===== src/rtl/alu_pkg.sv =====
// Shared ALU definitions: op codes, error-flag positions, receiver FSM states
// and the CRC-4 helpers used to build and check frames.
package alu_pkg;

  typedef enum logic [2:0] {
    and_op = 3'b000,
    or_op  = 3'b001,
    add_op = 3'b100,
    sub_op = 3'b101
  } operation_t;

  localparam int ERR_FRAME_BIT = 2;
  localparam int ERR_CRC_BIT   = 1;
  localparam int ERR_OP_BIT    = 0;

  typedef enum logic [1:0] {
    RX_IDLE,
    RX_TYPE,
    RX_PAYLOAD,
    RX_STOP
  } state_rx_t;

  // x^4 + x + 1, with the implicit x^4 term left out
  localparam logic [3:0] CRC4_POLY = 4'b0011;

  // One MSB-first step of the CRC-4 LFSR
  function automatic logic [3:0] crc4_step(input logic [3:0] crc, input logic din);
    logic fb;
    fb = crc[3] ^ din;
    return {crc[2:0], 1'b0} ^ ({4{fb}} & CRC4_POLY);
  endfunction

  // CRC-4 over {B, A, 1'b1, op} for operands of data_w bits (data_w <= 64)
  function automatic logic [3:0] calc_CRC_input(input logic [63:0] b, input logic [63:0] a,
                                                input logic [2:0] op, input int data_w);
    logic [3:0] crc;
    crc = 4'h0;
    for (int i = 63; i >= 0; i--)
      if (i < data_w) crc = crc4_step(crc, b[i]);
    for (int i = 63; i >= 0; i--)
      if (i < data_w) crc = crc4_step(crc, a[i]);
    crc = crc4_step(crc, 1'b1);
    for (int i = 2; i >= 0; i--)
      crc = crc4_step(crc, op[i]);
    return crc;
  endfunction

endpackage


===== src/rtl/alu_crc4_serial.sv =====
// Bit-serial CRC-4 LFSR: one bit per clock while enabled, clear wins over enable.
module alu_crc4_serial
  import alu_pkg::*;
(
  input  logic       clk,
  input  logic       rst,
  input  logic       clr,
  input  logic       en,
  input  logic       din,
  output logic [3:0] crc
);

  logic fb;
  assign fb = crc[3] ^ din;

  // Shift the remainder left and fold in the polynomial when the feedback bit is set
  always_ff @(posedge clk) begin
    if (rst || clr)
      crc <= 4'h0;
    else if (en)
      crc <= {crc[2:0], 1'b0} ^ ({4{fb}} & CRC4_POLY);
  end

endmodule


===== src/rtl/alu_frame_rx.sv =====
// Serial ALU frame receiver: collects data words into {B, A}, decodes the
// closing ctl word, checks framing / CRC / op and presents a held result.
module alu_frame_rx
  import alu_pkg::*;
#(
  parameter  int DATA_W = 32,
  localparam int NWORDS = 2 * DATA_W / 8
) (
  input  logic              clk,
  input  logic              rst,
  input  logic              sin,
  output logic              out_valid,
  input  logic              out_ready,
  output logic [DATA_W-1:0] out_b,
  output logic [DATA_W-1:0] out_a,
  output logic [2:0]        out_op,
  output logic [2:0]        out_err,
  output logic              overrun
);

  localparam int CNT_W = $clog2(NWORDS + 2);
  localparam logic [CNT_W-1:0] CNT_FULL = CNT_W'(NWORDS);
  localparam logic [CNT_W-1:0] CNT_SAT  = CNT_W'(NWORDS + 1);

  state_rx_t             state, state_next;
  logic [2:0]            bit_cnt;
  logic                  is_ctl;
  logic [2*DATA_W-1:0]   shreg;
  logic [CNT_W-1:0]      word_cnt;
  logic                  frame_err;
  logic [2:0]            op_rx;
  logic [3:0]            crc_rx;
  logic [3:0]            crc_val;
  logic                  crc_en;
  logic                  crc_din;
  logic                  frame_done;
  logic                  frame_bad;
  logic                  crc_bad;
  logic                  op_bad;
  logic [2:0]            new_err;

  alu_crc4_serial u_crc (
    .clk (clk),
    .rst (rst),
    .clr (frame_done),
    .en  (crc_en),
    .din (crc_din),
    .crc (crc_val)
  );

  // Word FSM state register
  always_ff @(posedge clk) begin
    if (rst)
      state <= RX_IDLE;
    else
      state <= state_next;
  end

  // Next state, plus CRC feed: data bits as they arrive, then the constant 1 and the op bits of the ctl word
  always_comb begin
    state_next = state;
    crc_en     = 1'b0;
    crc_din    = sin;
    case (state)
      RX_IDLE:    if (!sin) state_next = RX_TYPE;
      RX_TYPE:    state_next = RX_PAYLOAD;
      RX_PAYLOAD: begin
        if (bit_cnt == 3'd7) state_next = RX_STOP;
        if (!is_ctl) begin
          crc_en = 1'b1;
        end else if (bit_cnt < 3'd4) begin
          crc_en = 1'b1;
          if (bit_cnt == 3'd0) crc_din = 1'b1;
        end
      end
      RX_STOP:    state_next = RX_IDLE;
      default:    state_next = RX_IDLE;
    endcase
  end

  assign frame_done = (state == RX_STOP) && is_ctl;

  // Error flags for the frame closing this cycle; lower flags are only meaningful when higher ones are clear
  always_comb begin
    frame_bad = frame_err || !sin || (word_cnt != CNT_FULL);
    crc_bad   = (crc_val != crc_rx);
    op_bad    = !(op_rx inside {and_op, or_op, add_op, sub_op});
    new_err   = 3'b000;
    new_err[ERR_FRAME_BIT] = frame_bad;
    new_err[ERR_CRC_BIT]   = !frame_bad && crc_bad;
    new_err[ERR_OP_BIT]    = !frame_bad && !crc_bad && op_bad;
  end

  // Word and frame datapath: bit counter, operand shifter, ctl fields, word count and framing flag
  always_ff @(posedge clk) begin
    if (rst) begin
      bit_cnt   <= 3'd0;
      is_ctl    <= 1'b0;
      shreg     <= '0;
      word_cnt  <= '0;
      frame_err <= 1'b0;
      op_rx     <= 3'd0;
      crc_rx    <= 4'd0;
    end else begin
      case (state)
        RX_TYPE: begin
          is_ctl <= sin;
          if (!sin && word_cnt != CNT_SAT) word_cnt <= word_cnt + 1'b1;
        end
        RX_PAYLOAD: begin
          bit_cnt <= bit_cnt + 3'd1;
          if (!is_ctl)
            shreg <= {shreg[2*DATA_W-2:0], sin};
          else if (bit_cnt >= 3'd4)
            crc_rx <= {crc_rx[2:0], sin};
          else if (bit_cnt != 3'd0)
            op_rx <= {op_rx[1:0], sin};
        end
        RX_STOP: begin
          if (is_ctl) begin
            word_cnt  <= '0;
            frame_err <= 1'b0;
          end else if (!sin) begin
            frame_err <= 1'b1;
          end
        end
        default: ;
      endcase
    end
  end

  // Result hand-off: load on completion unless an unaccepted result is pending, which makes the new frame an overrun
  always_ff @(posedge clk) begin
    if (rst) begin
      out_valid <= 1'b0;
      out_b     <= '0;
      out_a     <= '0;
      out_op    <= 3'd0;
      out_err   <= 3'd0;
      overrun   <= 1'b0;
    end else if (frame_done) begin
      if (!out_valid || out_ready) begin
        out_valid <= 1'b1;
        out_b     <= shreg[2*DATA_W-1:DATA_W];
        out_a     <= shreg[DATA_W-1:0];
        out_op    <= op_rx;
        out_err   <= new_err;
      end else begin
        overrun <= 1'b1;
      end
    end else if (out_valid && out_ready) begin
      out_valid <= 1'b0;
    end
  end

endmodule


===== config.mk =====
export PLATFORM = sky130hd
export DESIGN_NAME = alu_frame_rx
export DESIGN_NICKNAME = d
export VERILOG_FILES = /design/src/rtl/alu_pkg.sv /design/src/rtl/alu_crc4_serial.sv /design/src/rtl/alu_frame_rx.sv
export SDC_FILE = /design/constraint.sdc
export NUM_CORES = 1
export LEC_CHECK = 0
export BUFFER_PORTS_ARGS = -buffer_cell sky130_fd_sc_hd__buf_2
export CORE_UTILIZATION = 35
export DETAILED_ROUTE_END_ITERATION = 8
export GPL_ROUTABILITY_DRIVEN = 0
export PLACE_DENSITY = 0.64
export SYNTH_ARGS = -nofsm -noshare
export SYNTH_HDL_FRONTEND = slang
export SYNTH_HIERARCHICAL = 1
export SYNTH_SLANG_ARGS = --single-unit
export TNS_END_PERCENT = 50

===== constraint.sdc =====
create_clock -name clk -period 1.9 [get_ports clk]
set_input_delay 0.095 -clock clk [delete_from_list [all_inputs] [get_ports clk]]
set_output_delay 0.095 -clock clk [all_outputs]
set_load 0.02 [all_outputs]

## After elaboration in Yosys (flattened, before gate mapping)

Cells that the tools add are included.

| cells by class | value |
|---|---|
| bitwise operators | 5 |
| reduce and logical (&&, ||, !) cells | 31 |
| multiplexer cells | 18 |
| equality and inequality tests | 16 |
| add/sub/neg operators | 2 |
| $lt $le $gt $ge | 2 |

Operator list:

| cell | count |
|---|---|
| $mux W1 | 12 |
| $reduce_and A2 Y1 | 6 |
| $ne A2 B2 Y1 const B | 5 |
| $eq A3 B3 Y1 const B | 3 |
| $mux W4 | 2 |
| $ne A4 B4 Y1 const B | 2 |
| $pmux W2 S4 | 1 |
| $pmux W4 S2 | 1 |
| $logic_and A1 B1 Y1 | 6 |
| $logic_not A3 Y1 | 2 |
| $reduce_and A3 Y1 | 2 |
| $logic_not A1 Y1 | 5 |
| $add A4 B1 Y4 const B | 1 |
| $eq A2 B2 Y1 const B | 2 |
| $logic_or A1 B1 Y1 | 4 |
| $mux W2 | 2 |
| $ne A4 B4 Y1 | 1 |
| $reduce_and A4 Y1 | 1 |
| $reduce_bool A2 Y1 | 2 |
| $reduce_bool A4 Y1 | 1 |
| $xor A4 B2 Y4 | 1 |
| $add A3 B1 Y3 const B | 1 |
| $eq A3 B1 Y1 const B | 1 |
| $ge A3 B3 Y1 const B | 1 |
| other kinds (7) | 9 |

| storage, ports and cells | value |
|---|---|
| logic and storage cells | 89 |
| bits in registers | 158 |
| output and inout bits | 72 |
| input port bits | 4 |

## Depth between registers and ports, before layout

Gate-level depths: netlist of run 1.

| depth | value |
|---|---|
| depth in word-level cells | 7 |
| gate-level depth with buffers | 8 |
| depth with buffers taken out | 7 |

## By module

The synthesis of run 1 kept the hierarchy.

By module, submodules not included:

| module | times used | seq. area each (um^2) | cells an instance | area an instance (um^2) |
|---|---|---|---|---|
| alu_frame_rx | 1 | 3083.0 | 697 | 5626.6 |
| alu_crc4_serial | 1 | 80.1 | 17 | 175.2 |

## Worst setup path before layout of run 1

Ideal clock, no wire load.

| timing | value |
|---|---|
| path type | register to register |
| start | reg state[0] |
| end | reg u_crc.crc[0] |
| slack | 272 ps |
| cell stages (with the launch flop) | 8 |
| period minus slack after synthesis | 1628 ps |
| library setup time | 103 ps |
| data arrival time | 1524 ps |
| path through | dfxtp_1 inv_1 ha_1 buf_2 nand2_1 o31ai_1 xnor2_1 a2111oi_2 |

| on the way | value |
|---|---|
| cells in the longest elaborated chain, start to end | 4 |

RTL lines:

| item | RTL line | RTL |
|---|---|---|
| from (decl) | alu_frame_rx.sv:25 | `state_rx_t state, state_next;` |
| from (signal assigned) | alu_frame_rx.sv:56 | `state <= state_next;` |
| $eq A2 B2 Y1 | alu_frame_rx.sv:64 | `case (state)` |
| $mux W1 | alu_frame_rx.sv:64 |  |
| net crc_din | alu_frame_rx.sv:35 | `logic crc_din;` |
| $xor A1 B1 Y1 | alu_crc4_serial.sv:14 | `assign fb = crc[3] ^ din;` |
| $xor A4 B2 Y4 | alu_crc4_serial.sv:21 | `crc <= {crc[2:0], 1'b0} ^ ({4{fb}} & CRC4_POLY);` |
| to (signal assigned) | alu_crc4_serial.sv:21 |  |
| to (decl) | alu_crc4_serial.sv:10 | `output logic [3:0] crc` |

The timed path passes the listed nets, and every way through them passes these cells.
A chain may end at the register's enable or synchronous reset.

## Worst setup path after layout of run 1

| timing | value |
|---|---|
| start | reg state[1] |
| end | reg word_cnt[1] |

| on the way | value |
|---|---|
| cells in the longest elaborated chain, start to end | 3 |

RTL lines:

| item | RTL line | RTL |
|---|---|---|
| $eq A2 B1 Y1 / $eq A2 B2 Y1 (equally long branches) | alu_frame_rx.sv:105 | `case (state)` |
| $ne A2 B2 Y1 (no line) / $reduce_bool A2 Y1 (equally long branches) | n/a |  |
| $reduce_and A3 Y1 (no line) | n/a |  |
| to (signal assigned) | alu_frame_rx.sv:108 | `if (!sin && word_cnt != CNT_SAT) word_cnt <= word_cnt + 1'b1;` |
| to (decl) | alu_frame_rx.sv:29 | `logic [CNT_W-1:0] word_cnt;` |

Several ways; a longest one is shown, not always the timed one.

==> qor.txt, run 1 <==
Initial core utilization - 36.13%
Final Hold Viols - 0
Total GRT Usage - 14.95%
Post-synthesis sequential area ratio - 54.52%
Root Driver - clkbuf_16
Crit path largest cell delay - 0.48 ns
Post-Synthesis Cells - 714
Peak Freq - 584.5 MHz
Hold_ws - 0.02423 ns
CP Launch Point - state[1]$_SDFFE_PP0P_
Worst reg-to-reg setup slack - 0.19 ns
Port Buffers - 75
Area taken by flip-flops and latches - 0.003163 mm²
Tcrit/Tclk final - 90.04%
Tmin final - 1.711 ns
Worst min path class - in2reg
RSZ-0062 raised after global routing - no
Final Skew - 0.008628 ns
Critical Path Sink - word_cnt[1]$_SDFFE_PP0P_
Worst-skew pair later-pin latency - 0.41 ns
Filler instances - 1630
WL/cell - 12.03 µm
Worst Reg-to-Reg Cells - 6
Max-slew headroom - 61.48%
Status - completed
Die width - 130.8 µm
Via Count - 4674
First-pass GRT wire length - 20110 µm
Count of final setup violators - 0
Number of H-tree levels - 4
CTS Sinks - 158
Pwr dens - 1043 mW/mm²
Crit end category - flip-flop
Worst path cell trace - ha_1, nand2_2, inv_2, nor2_1, or4b_1, a21oi_1
Largest delay share family, worst path - simple AND/OR/NAND/NOR gates
N_diodes - 0
Die Height - 130.8 µm
Buffer and inverter count on the worst path - 1
Clock tree buffer depth - 2
CP Launch Type - flip-flop
Nets - 788
Setup Crit Path Kind - reg2reg
Commonest non-fill, non-tap cell in the layout - nand2_1
Worst Max-Slew Pin Slew - 0.5778 ns
Die area - 0.01710 mm²
Antenna-violating nets left - 0
Syn_area_per_cell - 8.126 µm²
Worst-path maximum fanout - 6
Post-CTS setup buffers - 0
Drc violations - 0
Worst IR drop on VDD - 0.0006524 V
Setup TNS - 0 ns
Overflow after GRT - 0
Num CTS Buffers - 17
Multi-input logic area - 0.002410 mm²
Crit. path cell count - 6
Worst-path clk slew - 0.06 ns
Arrival time of the worst setup path - 2.05 ns
IO Pins - 76
Mapped Area - 0.005802 mm²
Hold Path Depth - 3
Max Cap Viol - 0
Worst r2r dst - word_cnt[1]$_SDFFE_PP0P_
Share of layout cells above drive strength 1 - 15.94%
CTS tree - done
Dpl hpwl - 7236 µm
Critical path required time - 2.24 ns
Vias in the first global route - 4377
Iteration-0 DRC Markers - 342
Core ar. - 0.01606 mm²
YS warnings - 6
Worst reg2reg path startpoint - state[1]$_SDFFE_PP0P_
DR vias/cell - 4.674
Max Slew Vio Count - 0
Pre-antenna DRT Iters - 4
Post-synthesis register bit count - 158
Post-synthesis cell type count - 37
Syn Nets - 729
Largest net degree at the start of global routing - 71
Number of core rows - 46
Initial antenna violation count - 0
Final Util - 43.49%
Critical path's slowest cell - or4b_1
Most frequent cells in the layout - nand2_1 (268), dfxtp_1 (158), a21oi_1 (143)
Post-Route WL - 12030 µm
LEAKAGE - 2.563 nW
Layout overhead on the synthesized area - 20.36%
[worst min-delay path by stage]
stage,startpoint,end,slack [ns]
global placement,sin,shreg[0]$_SDFFE_PP0P_,0.42
CTS,out_ready,out_valid$_SDFFE_PP0P_,0.01
global route,out_ready,out_valid$_SDFFE_PP0P_,0.04
finish,out_ready,out_valid$_SDFFE_PP0P_,0.02
detailed placement,sin,shreg[0]$_SDFFE_PP0P_,0.43
floorplan,rst,u_crc/crc[0]$_SDFFE_PP0P_,0.16
[final cells by class]
cell class / count / area share (%)
inverter: 10 / 0.5375
tap: 216 / 3.870
sequential: 158 / 45.30
multi-input combinational: 499 / 34.51
timing repair buffer: 87 / 7.991
clock inverter: 5 / 0.8421
clock buffer: 25 / 6.952
[flip-flops by register name (all words and copies together) (netlist names)]
register   cells
crc_rx         4
shreg         64
out_op         3
bit_cnt        3
state          2
u_crc/crc      4
out_b         32
is_ctl         1
out_err        3
frame_err      1
word_cnt       4
overrun        1
op_rx          3
out_valid      1
out_a         32
[cell usage after synthesis, drive strengths merged]
cell type    n  area share [%]
a2111oi      1            0.26
a211oi       1            0.13
a21boi       1            0.19
a21oi      143              12
a221oi       1            0.15
a31oi        1            0.11
and2b        1            0.13
buf         29             2.4
clkbuf      18             1.2
dfxtp      158              55
ha          11             2.4
inv         10            0.65
mux2i       12             2.1
nand2      270              18
nand2b       2            0.22
nand3        2            0.17
nand3b       5            0.71
nand4        3            0.32
nor2        21             1.4
nor2b        1            0.11
nor3         4            0.43
nor4b        2            0.41
o211ai       1            0.13
o21ai        4            0.35
o31ai        3            0.39
or3          2            0.22
or4b         1            0.17
xnor2        6            0.91
[kinds of logic after synthesis]
family                     count (synthesis)  synth area share [%]
and+or+nand+nor                          314                 21.85
AOI/OAI and AO/OA                        156                 14.04
adders and majority gates                 11                 2.372
muxes                                     12                 2.070
DFF                                      158                 54.52
buffers and inverters                     57                 4.248
xor gates and xnor gates                   6                0.9058
[worst min-delay path: stages]
cell and delay, ns:
buf_2 0.09, nand2b_1 0.13, a21oi_1 0.07
[timing repair]
action | 4_1_cts | 5_1_grt
gates resized for setup | 0 | 1
hold buffers | 1 | 0
endpoints found under the setup margin | 0 | 1
endpoints found under the hold margin | 1 | 0
[routing by layer]
metal | wire [µm] | global-route usage (%) | vias to the layer above
li1 | - | - | 2439
met1 | 5791 | 18.30 | 2153
met2 | 5667 | 25.18 | 67
met3 | 431 | 4.316 | 15
met4 | 142 | 4.868 | 0
met5 | 0 | 0 | -
[per-stage QoR]
step / power (mW) / instance area, µm² / cells / setup WS, ns
after detailed placement: 4.215 / 6426 / 969 / 0.1973
after global routing: 7.624 / 6983 / 1000 / 0.04865
after CTS: 7.400 / 6980 / 1000 / 0.1823
after global placement: 4.213 / 6426 / 969 / 0.2273
after floorplan: 4.017 / 5802 / 714 / 0.2723
final: 7.285 / 6983 / 1000 / 0.1892
[where the power goes]
group / internal [mW] / switching (mW) / leakage [nW]
clock: 1.89 / 1.26 / 0.259
combinational: 0.233 / 0.455 / 1.03
sequential: 3.37 / 0.0730 / 1.27
total: 5.50 / 1.78 / 2.56
(Power assumes the default switching activity.)
==> run 2: changes to the inputs <==
Settings changed: CTS_CLUSTER_SIZE from default to 40, SYNTH_HIERARCHICAL 1 to default.
==> qor.txt, run 2 <==
Status - completed
List of most frequent post-synthesis cells - nand2_1 (265), dfxtp_1 (158), a21oi_1 (140)
DR vias/cell - 4.633
Post-CTS setup buffers - 0
Critical path required time - 2.19 ns
LEAKAGE - 2.615 nW
Area taken by flip-flops and latches - 0.003163 mm²
RSZ-0062 raised after global routing - no
Synth area leaders - dfxtp_1 (54%), nand2_1 (17%), a21oi_1 (12%)
Most common flop cell mapped by yosys - dfxtp_1
Root Driver - clkbuf_16
Clock tree buffer depth - 2
Most frequent cells in the layout - nand2_1 (265), dfxtp_1 (158), a21oi_1 (140)
Filler instances - 1633
Total GRT Usage - 14.35%
Syn_area_per_cell - 8.149 µm²
Async set-or-reset flop fraction in the synthesized netlist - 0%
Post-synthesis sequential area ratio - 54.21%
CTS tree - done
Final Hold Viols - 0
Number of core rows - 46
Vias in the first global route - 4277
Cts hold-fix bufs - 1
Arrival time of the worst setup path - 1.95 ns
N_diodes - 0
Multi-input logic area - 0.002419 mm²
Dpl hpwl - 7280 µm
Peak Freq - 601.9 MHz
Worst min path class - in2reg
Initial antenna violation count - 0
Placed Cells - 971
Max Cap Viol - 0
Drc violations - 0
Mapped Area - 0.005834 mm²
Post-synthesis cell type count - 36
IO Pins - 76
Count of final setup violators - 0
CTS Sinks - 158
Iteration-0 DRC Markers - 263
Top cell type's share of synthesized area - 54.21%
Setup TNS - 0 ns
Setup Crit Path Kind - reg2reg
Most frequent cell after synthesis - nand2_1
Via Count - 4652
Worst Max-Slew Pin Slew - 0.5504 ns
Num CTS Buffers - 17
Syn Nets - 730
Crit end category - flip-flop
Max-slew headroom - 63.30%
Max Slew Vio Count - 0
Pwr dens - 1080 mW/mm²
CP Launch Type - flip-flop
Post-synthesis register bit count - 158
Final Skew - 0.01380 ns
Port Buffers - 75
Post-synth top area cell - dfxtp_1
Worst IR drop on VDD - 0.0007614 V
Final non-filler cell total - 1004
Layout overhead on the synthesized area - 20.63%
Antenna-violating nets left - 0
Commonest non-fill, non-tap cell in the layout - nand2_1
Tmin final - 1.661 ns
Share of layout cells above drive strength 1 - 16.12%
Nets - 789
Largest net degree at the start of global routing - 65
Largest register FFs - 64
Die area - 0.01719 mm²
Pre-antenna DRT Iters - 4
WL/cell - 11.75 µm
Worst-path clk slew - 0.06 ns
Die Height - 131.1 µm
Die width - 131.1 µm
Number of H-tree levels - 4
Post-Route WL - 11800 µm
Post-Synthesis Cells - 716
EDFF count, synth - 0
Most flops, register - shreg
Worst-skew pair later-pin latency - 0.42 ns
Tcrit/Tclk final - 87.44%
YS warnings - 0
Initial core utilization - 36.33%
First-pass GRT wire length - 20230 µm
Worst-path maximum fanout - 10
Overflow after GRT - 0
Core ar. - 0.01606 mm²
PostCTS Resize Cnt - 0
Top flop regs - shreg (64), out_a (32), out_b (32)
Worst reg-to-reg setup slack - 0.24 ns
[run 2: kinds of logic (layout without fill, tap and decap cells)]
family,Yosys count,count (layout),share of synthesized area [%]
fa+ha+maj,10,10,2.145
simple gates,314,314,21.42
xor+xnor,7,7,1.287
flops,158,158,54.21
compound gates,156,156,14.20
mux,12,12,2.145
buf+inv,59,131,4.589
[run 2: critical path, cell delays in order, from the launching register on]
cell     delay [ns]
dfxtp_1        0.34
inv_1          0.08
ha_1           0.40
nand2_1        0.14
nor3_2         0.30
mux2i_1        0.22
nor2_1         0.05
[run 2: power by group]
| group | total, mW | switching [mW] | leakage, nW | internal, mW |
|---|---|---|---|---|
| Combinational | 0.966 | 0.633 | 1.06 | 0.334 |
| Clock | 3.19 | 1.35 | 0.277 | 1.84 |
| Sequential | 3.44 | 0.0643 | 1.27 | 3.38 |
[run 2: metrics by stage]
| step | util (%) | area (µm²) | hold slack (ns) | setup slack [ns] | power [mW] |
|---|---|---|---|---|---|
| floorplan | - | 5834 | 0.2310 | 0.4344 | 4.217 |
| finish | 43.83 | 7038 | 0.04724 | 0.2386 | 7.600 |
| detailed placement | 40.29 | 6470 | 0.4232 | 0.2503 | 4.491 |
| global route | 43.83 | 7038 | 0.06540 | 0.08883 | 7.958 |
| global placement | 40.29 | 6470 | 0.4145 | 0.2684 | 4.490 |
| CTS | 43.83 | 7038 | 0.02792 | 0.2240 | 7.705 |
[run 2: layer usage]
| layer | GRT usage [%] | up-vias | share of wire (%) |
|---|---|---|---|
| met3 | 4.437 | 12 | 4.0 |
| met4 | 5.490 | 0 | 1.0 |
| met2 | 23.26 | 72 | 46 |
| met5 | 0 | - | 0 |
| met1 | 17.74 | 2123 | 49 |
| li1 | - | 2445 | - |
[run 2: area by class of cell]
type	instances	area share, %
clock buffers	19	6.293
clock inverters	13	1.636
inverters	12	0.6400
multi-input cells	499	34.36
flip-flops and latches	158	44.94
well taps	216	3.840
repair buffers	87	8.284
[run 2: final timing paths]
| check | from | endpoint | cells past startpoint |
|---|---|---|---|
| setup / recovery | state[0]$_SDFFE_PP0P_ | op_rx[2]$_SDFFE_PP0P_ | 6 |
| hold / removal | out_ready | out_valid$_SDFFE_PP0P_ | 3 |
| setup reg to reg | state[0]$_SDFFE_PP0P_ | op_rx[2]$_SDFFE_PP0P_ | 6 |
| hold reg to reg | out_b[3]$_SDFFE_PP0P_ | out_b[3]$_SDFFE_PP0P_ | 2 |
==> run 3: changes to the inputs <==
Settings changed: CORE_ASPECT_RATIO from default to 0.9.
==> qor.txt, run 3 (synthesis gave the netlist of run 2 again) <==
Status - finished, violations left
Failing checks - DRC
Worst Reg-to-Reg Cells - 6
RSZ-0062 raised after global routing - no
Placed Instance Area - 0.006416 mm²
Worst path cell trace - inv_1, ha_1, nand2_1, nor3_2, mux2i_1, nor2_1
Die area - 0.01719 mm²
Most flops, register - shreg
Antenna-violating nets left - 0
Worst reg-to-reg setup slack - 0.21 ns
Buffer and inverter count on the worst path - 1
Pwr dens - 1114 mW/mm²
Post-CTS setup buffers - 0
Tmin final - 1.695 ns
Peak Freq - 590.1 MHz
Worst-path maximum fanout - 10
CTS tree - done
PostCTS Resize Cnt - 0
Count of final setup violators - 0
Filler instances - 1664
DR vias/cell - 4.700
Number of H-tree levels - 4
Critical path's slowest cell - ha_1
Total GRT Usage - 14.97%
WL/cell - 12.10 µm
Initial antenna violation count - 0
Nets - 790
Largest delay share family, worst path - simple AND/OR/NAND/NOR gates
Crit. path cell count - 6
Hold path start - out_ready
LEAKAGE - 2.612 nW
Setup TNS - 0 ns
Worst-path clk slew - 0.06 ns
Worst Max-Slew Pin Slew - 0.5825 ns
Drc violations - 12
Fin area - 0.007030 mm²
Critical path required time - 2.21 ns
Max-slew headroom - 61.17%
Max Slew Vio Count - 0
Tcrit/Tclk final - 89.19%
Die Height - 124.5 µm
Worst min path class - in2reg
Arrival time of the worst setup path - 2.00 ns
Iteration-0 DRC Markers - 273
CP Launch Point - state[0]$_SDFFE_PP0P_
Largest register FFs - 64
CP Launch Type - flip-flop
Final Skew - 0.006505 ns
N_diodes - 0
Multi-input logic area - 0.002419 mm²
Pre-antenna DRT Iters - 7
Die width - 138.1 µm
Final worst-path setup slack - 0.2054 ns
Setup Crit Path Kind - reg2reg
Clock tree buffer depth - 2
Most frequent cells in the layout - nand2_1 (265), dfxtp_1 (158), a21oi_1 (140)
Number of core rows - 44
Core ar. - 0.01624 mm²
Largest net degree at the start of global routing - 54
IO Pins - 76
CTS Sinks - 158
Final Hold Viols - 0
Dpl hpwl - 7509 µm
Initial core utilization - 35.92%
Layout overhead on the synthesized area - 20.50%
First-pass GRT wire length - 21270 µm
Area taken by flip-flops and latches - 0.003163 mm²
Worst-skew pair later-pin latency - 0.42 ns
Final Util - 43.29%
Max Cap Viol - 0
Crit end category - flip-flop
Vias in the first global route - 4528
Critical Path Sink - op_rx[1]$_SDFFE_PP0P_
Root Driver - clkbuf_16
Share of layout cells above drive strength 1 - 16.35%
Top flop regs - shreg (64), out_a (32), out_b (32)
Worst r2r dst - op_rx[1]$_SDFFE_PP0P_
Crit path largest cell delay - 0.41 ns
Post-Route WL - 12050 µm
Port Buffers - 75
Setup WS pre-CTS - 0.2346 ns
Via Count - 4681
Overflow after GRT - 0
Worst reg2reg path startpoint - state[0]$_SDFFE_PP0P_
Commonest non-fill, non-tap cell in the layout - nand2_1
Worst IR drop on VDD - 0.0006875 V
Num CTS Buffers - 17
==> run 3: changes by cell type in the layout (fill, tap and decap cells not counted) <==
| cell | before | now |
|---|---|---|
| buf_12 | 9 | 5 |
| buf_4 | 3 | 8 |
| bufinv_16 | 1 | 2 |
| clkbuf_1 | 1 | 0 |
| clkbuf_8 | 1 | 0 |
| clkinv_2 | 5 | 1 |
| clkinv_4 | 4 | 1 |
| clkinv_8 | 0 | 1 |
| clkinvlp_4 | 1 | 3 |
| inv_6 | 2 | 5 |
| inv_8 | 0 | 2 |
==> run 3: worst min path at each step <==
stage | end | slack [ns] | cells past startpoint
2_1_floorplan | shreg[0]$_SDFFE_PP0P_ | 0.23 | 2
3_3_place_gp | shreg[0]$_SDFFE_PP0P_ | 0.42 | 3
3_5_place_dp | shreg[0]$_SDFFE_PP0P_ | 0.42 | 3
4_1_cts | overrun$_SDFFE_PP0P_ | 0.01 | 4
5_1_grt | overrun$_SDFFE_PP0P_ | 0.03 | 4
6_report | overrun$_SDFFE_PP0P_ | 0.03 | 4
==> run 3: per-layer routing <==
metal  vias to the layer above  GRT usage, %  share of wire (%)
met4                         0         6.345               0.91
met3                        11         3.729                3.9
met5                         -             0                  0
met2                        71         24.25                 46
li1                       2451             -                  -
met1                      2148         18.95                 49
==> run 3: area by class of cell <==
class                           instances  share of cell area (%)
Multi-Input combinational cell        499                   34.40
Clock inverter                         15                   2.545
Sequential cell                       158                   44.99
Timing Repair Buffer                   88                   7.688
Inverter                               12                  0.6407
Clock buffer                           17                   6.051
Tap cell                              207                   3.684
==> run 3: power by group <==
group	internal, mW	switching (mW)
sequential	3.38	0.0725
clock	1.98	1.46
combinational	0.313	0.629
==> run 3: per-stage QoR <==
stage	hold WS (ns)	total power, mW	instances
finish	0.03377	7.833	996
floorplan	0.2310	4.217	716
CTS	0.01305	7.947	996
detailed placement	0.4208	4.474	963
global route	0.03329	8.204	996
global placement	0.4175	4.471	963
==> run 3: worst register-to-register path, cell delays in order (launching register included) <==
cell and delay, ns:
dfxtp_1 0.34, inv_1 0.09, ha_1 0.41, nand2_1 0.14, nor3_2 0.30, mux2i_1 0.25, nor2_1 0.05
==> run 3: what timing repair did <==
| item | 4_1_cts | 5_1_grt |
|---|---|---|
| endpoints found under the hold margin | 1 | 0 |
| setup endpoints to repair | 0 | 0 |
| hold buffers | 1 | 0 |
